<file path="src/rtl/pipelined_adder_pkg.sv">
// Shared arithmetic definitions for the pipelined adder/subtractor.
// Holds the default width, the full-adder carry and the stage-count sanity check.
package pipelined_adder_pkg;

    localparam int DEFAULT_WIDTH = 32;

    function automatic logic fa_carry(input logic x, input logic y, input logic c);
        return (x & y) | (c & (x ^ y));
    endfunction

    // True when the width can be split into equal chunks, one per stage.
    function automatic bit stages_divide(input int width, input int stages);
        return (width >= 1) && (stages >= 1) && ((width % stages) == 0);
    endfunction

endpackage

</file>
<file path="src/rtl/pipelined_adder_slice.sv">
// Combinational CW-bit ripple-carry adder; one instance per pipeline stage.
module adder_slice
    import pipelined_adder_pkg::*;
#(
    parameter int CW = 8
) (
    input  logic [CW-1:0] a,
    input  logic [CW-1:0] b,
    input  logic          cin,
    output logic [CW-1:0] s,
    output logic          cout
);

    logic [CW:0] ripple;

    always_comb begin
        ripple    = '0;
        s         = '0;
        ripple[0] = cin;
        for (int i = 0; i < CW; i++) begin
            s[i]        = a[i] ^ b[i] ^ ripple[i];
            ripple[i+1] = fa_carry(a[i], b[i], ripple[i]);
        end
        cout = ripple[CW];
    end

endmodule

</file>
<file path="src/rtl/pipelined_adder.sv">
// Pipelined two's-complement adder/subtractor with valid/ready handshaking.
// Each stage resolves one CW-bit chunk and forwards operands plus partial sum.
module pipelined_adder
    import pipelined_adder_pkg::*;
#(
    parameter int WIDTH  = DEFAULT_WIDTH,
    parameter int STAGES = 4
) (
    input  logic             clk,
    input  logic             rst,
    input  logic             in_valid,
    output logic             in_ready,
    input  logic [WIDTH-1:0] a,
    input  logic [WIDTH-1:0] b,
    input  logic             carry_in,
    input  logic             sub,
    output logic             out_valid,
    input  logic             out_ready,
    output logic [WIDTH-1:0] sum,
    output logic             carry_out,
    output logic             overflow
);

    localparam int CW   = WIDTH / STAGES;
    localparam int LAST = STAGES - 1;

    if (!stages_divide(WIDTH, STAGES)) begin : g_bad_stages
        $error("pipelined_adder: WIDTH must be a positive multiple of STAGES");
    end

    logic [WIDTH-1:0]  b_eff;
    logic              c0;
    logic [STAGES:0]   rdy;
    logic [STAGES-1:0] stage_v;
    logic [STAGES-1:0] stage_c;
    logic [WIDTH-1:0]  stage_a [STAGES];
    logic [WIDTH-1:0]  stage_b [STAGES];
    logic [WIDTH-1:0]  stage_s [STAGES];

    // Subtraction is a + ~b + ~borrow_in, so the whole chain only ever adds.
    assign b_eff = sub ? ~b : b;
    assign c0    = sub ? ~carry_in : carry_in;

    // A slot can load when it is empty or its occupant moves on this edge.
    always_comb begin
        rdy         = '0;
        rdy[STAGES] = out_ready;
        for (int k = STAGES - 1; k >= 0; k--) begin
            rdy[k] = !stage_v[k] || rdy[k+1];
        end
    end

    assign in_ready = !rst && rdy[0];

    for (genvar gi = 0; gi < STAGES; gi++) begin : g_stage
        logic [WIDTH-1:0] src_a, src_b, src_s, s_next;
        logic             src_c, src_v;
        logic [CW-1:0]    chunk_s;
        logic             chunk_c;
        logic             v_reg, c_reg;
        logic [WIDTH-1:0] a_reg, b_reg, s_reg;

        if (gi == 0) begin : g_head
            assign src_a = a;
            assign src_b = b_eff;
            assign src_c = c0;
            assign src_s = '0;
            assign src_v = in_valid;
        end else begin : g_tail
            assign src_a = stage_a[gi-1];
            assign src_b = stage_b[gi-1];
            assign src_c = stage_c[gi-1];
            assign src_s = stage_s[gi-1];
            assign src_v = stage_v[gi-1];
        end

        adder_slice #(.CW(CW)) u_slice (
            .a    (src_a[gi*CW +: CW]),
            .b    (src_b[gi*CW +: CW]),
            .cin  (src_c),
            .s    (chunk_s),
            .cout (chunk_c)
        );

        always_comb begin
            s_next               = src_s;
            s_next[gi*CW +: CW]  = chunk_s;
        end

        // Data only loads with a valid beat so a stalled or idle output never toggles.
        always_ff @(posedge clk) begin
            if (rst) begin
                v_reg <= 1'b0;
                c_reg <= 1'b0;
                a_reg <= '0;
                b_reg <= '0;
                s_reg <= '0;
            end else if (rdy[gi]) begin
                v_reg <= src_v;
                if (src_v) begin
                    c_reg <= chunk_c;
                    a_reg <= src_a;
                    b_reg <= src_b;
                    s_reg <= s_next;
                end
            end
        end

        assign stage_v[gi] = v_reg;
        assign stage_c[gi] = c_reg;
        assign stage_a[gi] = a_reg;
        assign stage_b[gi] = b_reg;
        assign stage_s[gi] = s_reg;
    end

    assign out_valid = stage_v[LAST];
    assign sum       = stage_s[LAST];
    assign carry_out = stage_c[LAST];
    assign overflow  = (stage_a[LAST][WIDTH-1] == stage_b[LAST][WIDTH-1]) &&
                       (stage_s[LAST][WIDTH-1] != stage_a[LAST][WIDTH-1]);

endmodule
</file>
<file path="config.mk">
export PLATFORM = sky130hd
export DESIGN_NAME = pipelined_adder
export DESIGN_NICKNAME = d
export VERILOG_FILES = /design/src/rtl/pipelined_adder_pkg.sv /design/src/rtl/pipelined_adder_slice.sv /design/src/rtl/pipelined_adder.sv
export SDC_FILE = /design/constraint.sdc
export NUM_CORES = 1
export LEC_CHECK = 0
export BUFFER_PORTS_ARGS = -buffer_cell sky130_fd_sc_hd__buf_2
export CORE_ASPECT_RATIO = 0.75
export CORE_MARGIN = 5
export CORE_UTILIZATION = 30
export CTS_CLUSTER_SIZE = 16
export DETAILED_ROUTE_END_ITERATION = 6
export HOLD_SLACK_MARGIN = 0.05
export PLACE_DENSITY = 0.54
export SYNTH_ARGS = -nofsm -noshare
export SYNTH_HDL_FRONTEND = slang
export SYNTH_SLANG_ARGS = --single-unit
</file>
<file path="constraint.sdc">
create_clock -name clk -period 5.64 [get_ports clk]
set_input_delay 0.564 -clock clk [delete_from_list [all_inputs] [get_ports clk]]
set_output_delay 0.564 -clock clk [all_outputs]
set_load 0.02 [all_outputs]
</file>
======== Yosys cells after proc, flatten, opt, wreduce, memory -nomap -nowiden ========
Cells that the tools add are included.
Widths: inputs -> output; s select.
operators by class
  equal/unequal tests ..................... 2
  muxes and demuxes ....................... 2
  bitwise logic cells ..................... 162
  reductions and logical operators ........ 15
operators by type and width
  operator           number
  $and 1x1->1        64
  $xor 1x1->1        64
  $mux 32            1
  $not 32->32        1
  $or 1x1->1         32
  $reduce_and 2->1   4
  $logic_not 1->1    5
  $logic_or 1x1->1   4
  $logic_and 1x1->1  2
  $eq 1x1->1         1
  $mux 1             1
  $ne 1x1->1         1
  $not 1->1          1
word-level totals
  register bits after elaboration ......... 344
  bits of input ports ..................... 70
  word-level logic and storage cells ...... 201

======== Logic depth before layout (Yosys ltp) ========
Gate-level depths: netlist of the first run.
  word-level depth ........................ 19
  depth in mapped cells ................... 16
  gate-level depth less buffers ........... 14

======== Hierarchy ========
Synthesis of the first run repeated with hierarchy kept, for this count alone.
second synthesis, totals
  cell total of the unflattened synthesis .. 948
  area, all modules ....................... 8484.4 µm²
by module, submodules not included
  module           times used  cells an instance  area an instance (µm²)
  pipelined_adder  1           876                7693.6
  adder_slice      4           18                 197.7

======== Least setup slack after synthesis of the first run ========
Ideal clock, no wire load.
  path type ............................... input to register
  start point ............................. in sub
  end point ............................... reg g_stage[0].s_reg[7]
  library setup time ...................... 0.121 ns
  data arrival time ....................... 4.177 ns
  data required time ...................... 5.519 ns
  path slack .............................. 1.342 ns
  cell stages on the path ................. 16
  path through ............................ buf_2 > buf_2 > xnor2_1 > fa_1 > inv_1 > fa_1 > inv_1 > fa_1 > fa_1 > fa_1 > fa_1 > fa_1 > inv_1 > fa_1 > nand2b_1 > mux2i_1
on the way
  cells in the longest elaborated chain, start to end .. 17
  elaborated cells between the ends (all ways) .. 32
  classes of those cells .................. mux (2); bitwise (30)
RTL lines
  what                       RTL line                     source
  from (decl)                pipelined_adder.sv:16        input logic sub,
  $mux 32                    pipelined_adder.sv:41        assign b_eff = sub ? ~b : b;
  $xor 1x1->1                pipelined_adder_pkg.sv:8     return (x & y) | (c & (x ^ y));
  $and 1x1->1                pipelined_adder_pkg.sv:8
  $or 1x1->1                 pipelined_adder_pkg.sv:8
  $and 1x1->1                pipelined_adder_pkg.sv:8
  $or 1x1->1                 pipelined_adder_pkg.sv:8
  $and 1x1->1                pipelined_adder_pkg.sv:8
  $or 1x1->1                 pipelined_adder_pkg.sv:8
  [... 2 more ...]           n/a
  $and 1x1->1                pipelined_adder_pkg.sv:8
  $or 1x1->1                 pipelined_adder_pkg.sv:8
  $and 1x1->1                pipelined_adder_pkg.sv:8
  $or 1x1->1                 pipelined_adder_pkg.sv:8
  $and 1x1->1                pipelined_adder_pkg.sv:8
  $or 1x1->1                 pipelined_adder_pkg.sv:8
  $xor 1x1->1 *              pipelined_adder_slice.sv:21  s[i] = a[i] ^ b[i] ^ ripple[i];
  net g_stage[0].chunk_s[7]  pipelined_adder.sv:58        logic [CW-1:0] chunk_s;
  to (signal assigned)       pipelined_adder.sv:104       s_reg <= s_next;
  to (decl)                  pipelined_adder.sv:61        logic [WIDTH-1:0] a_reg, b_reg, s_reg;
Mark *: on every way through the listed nets, which the timed path passes. The rest lies on a longest branch.
A chain may end at the register's enable or synchronous reset.

======== Worst setup path in the final report of the first run ========
Same ends and word-level chain as after synthesis.

==> results of run 1 <==
==> final timing paths <==
kind                                            end  slack, ns
setup reg to reg  g_stage[1].s_reg[15]$_SDFFE_PP0P_       1.92
hold reg to reg                 sum[3]$_SDFFE_PP0P_       0.46
setup / recovery   g_stage[0].s_reg[7]$_SDFFE_PP0P_       1.79
hold / removal    g_stage[0].a_reg[14]$_SDFFE_PP0P_       0.39
==> cell families after synthesis <==
kind of cell | share of synthesized area, %
compound gates | 16.4
xor+xnor | 3.43
fa+ha+maj | 7.61
buf+inv | 6.39
flops | 44.2
mux | 6.95
simple gates | 15.0
==> report_power, final <==
part / internal, uW / leakage [uW] / total, uW / switching (uW)
sequential: 1360 / 0.00151 / 1400 / 31.3
clock: 637 / 0.000258 / 1150 / 517
combinational: 117 / 0.00183 / 257 / 140
==> through the flow <==
| stage | util [%] | cell area [sq um] | cells | hold WS (ns) |
|---|---|---|---|---|
| floorplan | - | 8420 | 927 | 0.439 |
| global placement | 32.6 | 9080 | 1312 | 0.453 |
| detailed placement | 32.6 | 9080 | 1312 | 0.458 |
| CTS | 34.6 | 9640 | 1344 | 0.379 |
| global route | 34.6 | 9640 | 1344 | 0.388 |
| finish | 34.6 | 9640 | 1344 | 0.392 |
==> layout make-up <==
| type | count | area, sq um | share of cell area [%] |
|---|---|---|---|
| multi-input cells | 618 | 4160 | 43.1 |
| flip-flops and latches | 186 | 3720 | 38.6 |
| repair buffers | 118 | 629 | 6.53 |
| clock buffers | 24 | 472 | 4.89 |
| well taps | 357 | 447 | 4.63 |
| inverters | 33 | 124 | 1.28 |
| clock inverters | 8 | 86.3 | 0.896 |
==> cell usage in the layout (no fill, tap or decap), types with 2 or more instances in the layout <==
| cell | n |
|---|---|
| clkbuf_1 | 5 |
| clkbuf_8 | 2 |
| xnor2_1 | 31 |
| o21ai_1 | 9 |
| xor2_1 | 2 |
| clkinvlp_4 | 4 |
| nand2b_1 | 55 |
| mux2_1 | 3 |
| nor2b_1 | 29 |
| o211a_1 | 2 |
| nor2_1 | 30 |
| buf_2 | 104 |
| mux2i_1 | 27 |
| nand3_1 | 116 |
| o21ai_0 | 108 |
| inv_1 | 33 |
| clkbuf_16 | 17 |
| nand2_1 | 2 |
| fa_1 | 32 |
| a211oi_1 | 2 |
| a21oi_1 | 130 |
| mux2_2 | 25 |
| dfxtp_1 | 185 |
| inv_6 | 2 |
| buf_4 | 13 |
| a311oi_1 | 9 |
==> per-layer routing <==
layer  track usage, %  wire [um]  vias to the layer above
met5                0          0                        -
met4             2.73        191                        0
met3             3.06        666                       15
met2             22.4       9980                       76
met1             17.2       9580                     3155
li1                 -          -                     3251
==> worst max-delay path: stages <==
cell and delay, ns:
buf_2 0.13, buf_4 0.43, xor2_1 0.24, fa_1 0.19, inv_1 0.05, fa_1 0.37, fa_1 0.39, fa_1 0.39
fa_1 0.39, fa_1 0.36, inv_1 0.08, fa_1 0.40, nand2b_1 0.08, mux2i_1 0.07
==> results.tsv, run 1 <==
metric	value	unit
worst relative slew slack	20.6	%
CTS Buffer Depth	2	
worst r2r path cells	12	
Post-Place Setup Slack	1.29	ns
Placer Congestion	0.766	
post-synth top area share	44.2	%
Critical Path Sink Type	register	
Routed WL per cell	15.2	um
Critical Path Start	sub	
Slew @ Worst Pin	1.19	ns
most instantiated cells after synthesis	dfxtp_1, a21oi_1, nand3_1, o21ai_0, nand2b_1	
Post-synth top flop	dfxtp_1	
Worst VDD drop	0.000202	V
sequential area share after synthesis	44.2	%
FMAX	0.260	GHz
# rows	53	
Setup Skew	0.0135	ns
clk root buf	clkbuf_16	
asr flop ratio synth	0	%
Final Hold Vio Count	0	
GRT Total Usage	13.1	%
number of I/O port buffers	105	
Num Clock Sinks	186	
WP data arrival	4.15	ns
area leader, netlist	dfxtp_1	
synthesized flop and latch total	186	
Area contributors post-synth	dfxtp_1, a21oi_1, fa_1	
number of DRC markers in iteration 0	383	
Hold Path Depth	3	
worst hold-check path type	primary input to register	
Diodes inserted	0	
vias in the first global route	6603	
layout cell share with drive strength beyond 1	17.6	%
P_leak	0.00360	uW
Power, Total	2810	uW
total CTS buffers	17	
HPWL Detailed	13.8	mm
Die Ht	155	um
final setup TNS	0	ns
synth warn	0	
Post-Synthesis Cells	927	
kind of critical path	primary input to register	
total die area	31500	sq um
area grow syn2layout	14.5	%
number of synthesized flops with an enable pin	0	
H-tree levels	4	
Post-CTS Setup Bufs	0	
RSZ-0062 raised after global routing	no	
most common cell in the synthesized netlist	dfxtp_1	
die span in x	203	um
DRC	0	
layout net count	1076	
initial antenna violation count	0	
# Max-Cap Violations	0	
grt ovf	0	
endpoints failing setup	0	
vias per inst	4.83	
Pins Over Slew Limit	0	
syn_area_per_cell	9.08	sq um
# IOs	106	
final WL	20.4	mm
Synth Net Count	1029	
Final Cycle Share	68.3	%
DR pass1 iterations	4	
Vias	6497	
post-cts hold buffer count	0	
global-route wire length before repair	34.0	mm
Final min period	3.85	ns
cell area after synthesis	8420	sq um
Startpoint Class	primary input	
Clock transition at path regs	0.07	ns
final setup margin	1.79	ns
worst-path maximum fanout	31	
FF-to-FF Start	g_stage[0].c_reg$_SDFFE_PP0P_	
Power per Cell Area	291	nW/um^2
Routed Antenna Nets	0	
CTS tree	done	
Netlist cell types	31	
Starting Density	30.2	%
pin count of the biggest net entering global routing	125	
Resized cells post-CTS	0	
source of the worst hold timing path	a[14]	
Core ar.	27900	sq um
Fillers	2924	
outcome	completed	
worst skew pair latency	0.43	ns
Critical Path RT	5.93	ns
(Power assumes the default switching activity.)
==> run 2, diff against run 1 <==
--- a/config.mk
+++ b/config.mk
@@ -12,7 +12,7 @@
 export CTS_CLUSTER_SIZE = 16
 export DETAILED_ROUTE_END_ITERATION = 6
 export HOLD_SLACK_MARGIN = 0.05
-export PLACE_DENSITY = 0.54
+export PLACE_DENSITY = 0.55
 export SYNTH_ARGS = -nofsm -noshare
 export SYNTH_HDL_FRONTEND = slang
 export SYNTH_SLANG_ARGS = --single-unit
==> constraint.sdc (replaced) <==
create_clock -name clk -period 3.2 [get_ports clk]
set_input_delay 0.32 -clock clk [delete_from_list [all_inputs] [get_ports clk]]
set_output_delay 0.32 -clock clk [all_outputs]
set_load 0.02 [all_outputs]
==> results.tsv, run 2 (synthesis gave the netlist of run 1 again) <==
metric	value	unit
final WL	20.2	mm
violated checks	negative setup slack	
H-tree levels	4	
clk root buf	clkbuf_16	
Routed Antenna Nets	0	
# IOs	106	
Power, Total	5200	uW
Slew @ Worst Pin	1.01	ns
Clock transition at path regs	0.07	ns
Starting Density	30.2	%
DR pass1 iterations	4	
worst-path maximum fanout	2	
global-route wire length before repair	33.5	mm
Setup Skew	0.0144	ns
FF-to-FF End	sum[31]$_SDFFE_PP0P_	
worst r2r path cells	12	
Final min period	3.47	ns
initial antenna violation count	0	
# Max-Cap Violations	0	
vias per inst	4.73	
Fillers	2898	
total die area	31500	sq um
Vias	6388	
# rows	53	
die span in x	203	um
FMAX	0.288	GHz
kind of critical path	register to register	
HPWL Detailed	14.1	mm
worst hold endpoint	g_stage[0].a_reg[28]$_SDFFE_PP0P_	
Final Cycle Share	109	%
reg-to-reg setup timing slack	-0.27	ns
Worst VDD drop	0.000329	V
most frequent cells in the layout	dfxtp_1, a21oi_1, nand3_1	
worst hold-check path type	primary input to register	
GRT Total Usage	13.0	%
placed cells	1318	
Pins Over Slew Limit	0	
Critical Path Sink Type	register	
vias in the first global route	6458	
P_leak	0.00365	uW
CTS tree	done	
Non-Filler Instances	1350	
CTS Buffer Depth	2	
Power per Cell Area	524	nW/um^2
number of DRC markers in iteration 0	353	
final setup margin	-0.273	ns
grt ovf	0	
outcome	finished, violations left	
final setup TNS	-0.766	ns
post-cts hold buffer count	0	
Startpoint Class	register	
pin count of the biggest net entering global routing	94	
Final Hold Vio Count	0	
RSZ-0062 raised after global routing	yes	
most common cell after layout, fill and taps aside	dfxtp_1	
area grow syn2layout	17.7	%
Die Ht	155	um
Placer Congestion	0.761	
Num Clock Sinks	186	
layout cell share with drive strength beyond 1	23.4	%
FF-to-FF Start	g_stage[2].c_reg$_SDFFE_PP0P_	
DRC	0	
Routed WL per cell	14.9	um
WP data arrival	3.82	ns
Final Util	35.6	%
worst relative slew slack	32.5	%
total CTS buffers	17	
number of I/O port buffers	105	
Hold Path Depth	3	
layout net count	1082	
endpoints failing setup	4	
worst skew pair latency	0.44	ns
Diodes inserted	0	
Critical Path RT	3.55	ns
source of the worst hold timing path	a[28]	
Core ar.	27900	sq um
==> run 2: changes by cell type in the layout (fill, tap and decap cells not counted), moves of 3 or more <==
cell / delta
fa_1: -29
fa_2: +29
inv_1: -11
inv_2: +11
clkbuf_1: -5
buf_4: +4
buf_12: +3
dfxtp_1: -3
dfxtp_2: +3
==> run 2: repair_timing <==
item	in CTS	in global routing
gates cloned	0	0
setup buffers	0	0
resized for setup	10	17
pin swaps	7	2
setup endpoints to repair	8	10
==> run 2: metrics by stage <==
step / hold WS [ns] / cell area (sq um) / setup slack, ns
after global placement: 0.455 / 9230 / -0.472
after global routing: 0.141 / 9910 / -0.419
after CTS: 0.123 / 9880 / -0.323
final: 0.135 / 9910 / -0.273
after detailed placement: 0.457 / 9230 / -0.484
after floorplan: 0.437 / 8500 / -0.472
==> run 2: final cells by class <==
class,instances,area (sq um),share of cell area (%)
Clock buffer,19,453,4.57
Clock inverter,13,181,1.83
Inverter,33,124,1.25
Multi-Input combinational cell,618,4260,43.0
Sequential cell,186,3730,37.6
Tap cell,357,447,4.51
Timing Repair Buffer,124,714,7.21
==> run 2: critical path, cell delays in order, from the launching register on <==
cell      delay (ns)
dfxtp_2         0.33
fa_2            0.37
inv_2           0.06
fa_2            0.18
inv_2           0.04
fa_2            0.33
fa_2            0.34
fa_2            0.34
fa_2            0.34
fa_2            0.34
inv_2           0.06
fa_2            0.41
a311oi_1        0.25
==> run 2: how the worst max path moves through the flow <==
| stage | from | endpoint | slack [ns] | cells past startpoint |
|---|---|---|---|---|
| floorplan | sub | g_stage[0].s_reg[7]$_SDFFE_PP0P_ | -0.47 | 16 |
| global placement | sub | g_stage[0].s_reg[7]$_SDFFE_PP0P_ | -0.47 | 15 |
| detailed placement | sub | g_stage[0].s_reg[7]$_SDFFE_PP0P_ | -0.48 | 15 |
| CTS | g_stage[2].c_reg$_SDFFE_PP0P_ | sum[31]$_SDFFE_PP0P_ | -0.32 | 12 |
| global route | g_stage[0].c_reg$_SDFFE_PP0P_ | g_stage[1].s_reg[15]$_SDFFE_PP0P_ | -0.42 | 12 |
| finish | g_stage[2].c_reg$_SDFFE_PP0P_ | sum[31]$_SDFFE_PP0P_ | -0.27 | 12 |
==> run 2: report_power, final <==
part           internal [uW]  leakage, uW  switching (uW)  total [uW]
Combinational            221      0.00183             244         465
Clock                   1290     0.000306             970        2260
Sequential              2410      0.00152            61.4        2470
==> run 2: metal layers <==
metal,vias up,wire (um),GRT usage (%)
met2,85,9540,21.6
met5,-,0,0
met3,15,613,2.73
met4,0,225,3.40
li1,3269,-,-
met1,3019,9790,17.4
==> run 3, diff against run 2 <==
--- a/config.mk
+++ b/config.mk
@@ -5,6 +5,7 @@
 export SDC_FILE = /design/constraint.sdc
 export NUM_CORES = 1
 export LEC_CHECK = 0
+export ABC_AREA = 1
 export BUFFER_PORTS_ARGS = -buffer_cell sky130_fd_sc_hd__buf_2
 export CORE_ASPECT_RATIO = 0.75
 export CORE_MARGIN = 5
@@ -12,7 +13,8 @@
 export CTS_CLUSTER_SIZE = 16
 export DETAILED_ROUTE_END_ITERATION = 6
 export HOLD_SLACK_MARGIN = 0.05
-export PLACE_DENSITY = 0.55
+export PLACE_DENSITY = 0.56
+export REMOVE_ABC_BUFFERS = 1
 export SYNTH_ARGS = -nofsm -noshare
 export SYNTH_HDL_FRONTEND = slang
 export SYNTH_SLANG_ARGS = --single-unit
==> results.tsv, run 3 <==
metric	value	unit
outcome	finished, violations left	
violated checks	negative setup slack	
most common cell in the synthesized netlist	nor2_1	
Vias	6267	
HPWL Detailed	12.0	mm
reg-to-reg setup timing slack	-0.33	ns
combinational power share	11.2	%
Startpoint Class	register	
synthesized flop and latch total	186	
Power, Total	5380	uW
FF-to-FF End	g_stage[1].s_reg[15]$_SDFFE_PP0P_	
internal power	4070	uW
# IOs	106	
FF-to-FF Start	g_stage[0].c_reg$_SDFFE_PP0P_	
Slew @ Worst Pin	0.937	ns
area grow syn2layout	18.9	%
synth warn	0	
layout cell share with drive strength beyond 1	18.0	%
CTS tree	done	
P_leak	0.00415	uW
Clock power frac	41.6	%
Num Clock Sinks	186	
Area contributors post-synth	dfxtp_1, nor2_1, fa_1	
# rows	51	
Post-Place Setup Slack	-0.988	ns
crit-path max cell delay	0.41	ns
area leader, netlist	dfxtp_1	
Post-Synthesis Cells	1012	
number of DRC markers in iteration 0	223	
endpoints failing setup	6	
WHS	0.162	ns
Starting Density	30.4	%
Setup Skew	0.00831	ns
most instantiated cells after synthesis	nor2_1, dfxtp_1, o21ai_0, nand2_1, a21oi_1	
layout net count	1176	
DRC	0	
total CTS buffers	17	
critical path endpoint	g_stage[1].s_reg[15]$_SDFFE_PP0P_	
post-synth top area share	47.2	%
CP cell instances	fa_2 > inv_2 > fa_1 > inv_1 > fa_2 > fa_2 > fa_2 > fa_2 > fa_2 > inv_2 > fa_1 > nand3_1 > nand2_1 > nor2_1	
Seq pwr share	47.2	%
# Max-Cap Violations	0	
Final min period	3.53	ns
RSZ-0062 raised after global routing	yes	
Post-synth top flop	dfxtp_1	
worst skew pair latency	0.42	ns
Fillers	2812	
grt ovf	0	
Critical Path RT	3.56	ns
Clock transition at path regs	0.07	ns
clk root buf	clkbuf_16	
CP max-delay cell	fa_2	
Sw Ratio	24.2	%
Final Cycle Share	110	%
H-tree levels	4	
cell area after synthesis	7880	sq um
Core ar.	25900	sq um
total die area	29700	sq um
vias per inst	4.38	
most frequent cells in the layout	nor2_1, dfxtp_1, o21ai_0	
Placer Congestion	0.733	
area of the multi-input gates	3700	sq um
Final Hold Vio Count	0	
sw power	1300	uW
sequential area share after synthesis	47.2	%
number of I/O port buffers	105	
post-cts hold buffer count	0	
FMAX	0.283	GHz
Critical Path Sink Type	register	
register area	3730	sq um
pin count of the biggest net entering global routing	77	
Netlist cell types	20	
vias in the first global route	6001	
worst hold-check path type	primary input to register	
most common cell after layout, fill and taps aside	nor2_1	
GRT Total Usage	13.2	%
worst relative slew slack	37.5	%
Die Ht	150	um
Routed Antenna Nets	0	
final setup TNS	-1.02	ns
syn_area_per_cell	7.79	sq um
global-route wire length before repair	31.4	mm
Power per Cell Area	573	nW/um^2
Routed WL per cell	13.3	um
worst r2r path cells	14	
final WL	19.0	mm
worst-path maximum fanout	2	
most used cell, CP	fa_2	
asr flop ratio synth	0	%
Final Util	36.2	%
WP data arrival	3.89	ns
Critical Path Start	g_stage[0].c_reg$_SDFFE_PP0P_	
Pins Over Slew Limit	0	
number of synthesized flops with an enable pin	0	
Worst VDD drop	0.000347	V
Hold Path Depth	2	
kind of critical path	register to register	
CTS Buffer Depth	2	
die span in x	197	um
DR pass1 iterations	4	
final setup margin	-0.333	ns
initial antenna violation count	0	
-- run 3: cell types whose count changed in the layout (fill, tap and decap cells not counted), sizes merged, moves of 28 or more --
cell,change
mux2,-28
nand2,+68
nand3,-55
nand2b,-55
nor2b,-29
a21oi,-65
nor2,+276
-- run 3: power by group through the flow --
stage | logic [uW] | clock network, uW | registers [uW]
global placement | 587 | 0 | 2590
CTS | 609 | 2300 | 2540
global route | 701 | 2400 | 2560
finish | 599 | 2240 | 2540
floorplan | 375 | 0 | 2590
detailed placement | 596 | 0 | 2590
-- run 3: per-stage QoR --
step | std cells | area (sq um)
finish | 1430 | 9380
floorplan | 938 | 7560
detailed placement | 1399 | 8650
global placement | 1399 | 8650
CTS | 1429 | 9350
global route | 1429 | 9380
-- run 3: how the worst min path moves through the flow --
stage / start / endpoint / slack, ns
global route: rst / g_stage[0].v_reg$_SDFFE_PP0N_ / 0.15
global placement: g_stage[1].s_reg[9]$_SDFFE_PP0P_ / g_stage[1].s_reg[9]$_SDFFE_PP0P_ / 0.45
CTS: rst / g_stage[2].v_reg$_SDFFE_PP0P_ / 0.14
finish: rst / g_stage[1].v_reg$_SDFFE_PP0P_ / 0.16
floorplan: rst / g_stage[1].v_reg$_SDFFE_PP0P_ / 0.39
detailed placement: g_stage[1].s_reg[9]$_SDFFE_PP0P_ / g_stage[1].s_reg[9]$_SDFFE_PP0P_ / 0.46
-- run 3: cell type report --
type,count,area share (%)
clock buffers,23,5.10
clock inverters,7,1.49
repair buffers,117,6.92
flip-flops and latches,186,39.8
diodes,1,0.0267
multi-input cells,687,39.5
inverters,65,2.63
well taps,344,4.59
-- run 3: worst max-delay path: cells and delay by family (launching register included) --
kind / cells / cell delay (ns)
buf+inv: 3 / 0.19
simple gates: 3 / 0.25
flops: 1 / 0.33
fa+ha+maj: 8 / 2.70
-- run 3: cell families (layout without fill, tap and decap cells) --
kind of cell | after synthesis | after routing | synth area share (%)
AND/OR/NAND/NOR | 438 | 438 | 22.1
flip-flops | 186 | 186 | 47.2
AO/OA/AOI/OAI | 184 | 184 | 11.7
buffers and inverters | 139 | 212 | 7.17
XOR/XNOR | 33 | 33 | 3.67
adder cells (fa/ha/maj) | 32 | 32 | 8.13
other | 0 | 1 | 0
-- run 3: what timing repair did --
| item | CTS | global route |
|---|---|---|
| gates resized for setup | 37 | 9 |
| setup endpoints to repair | 12 | 10 |
| buffers inserted | 0 | 0 |
| pin swaps | 7 | 9 |
-- run 3: layer usage --
layer  part of all wire (%)  global-route usage [%]  vias to the layer above
met5                      0                       0                        -
met2                     43                    19.9                       91
met4                   0.73                    2.91                        0
met3                    4.2                    3.27                        9
met1                     52                    19.2                     2855
li1                       -                       -                     3312
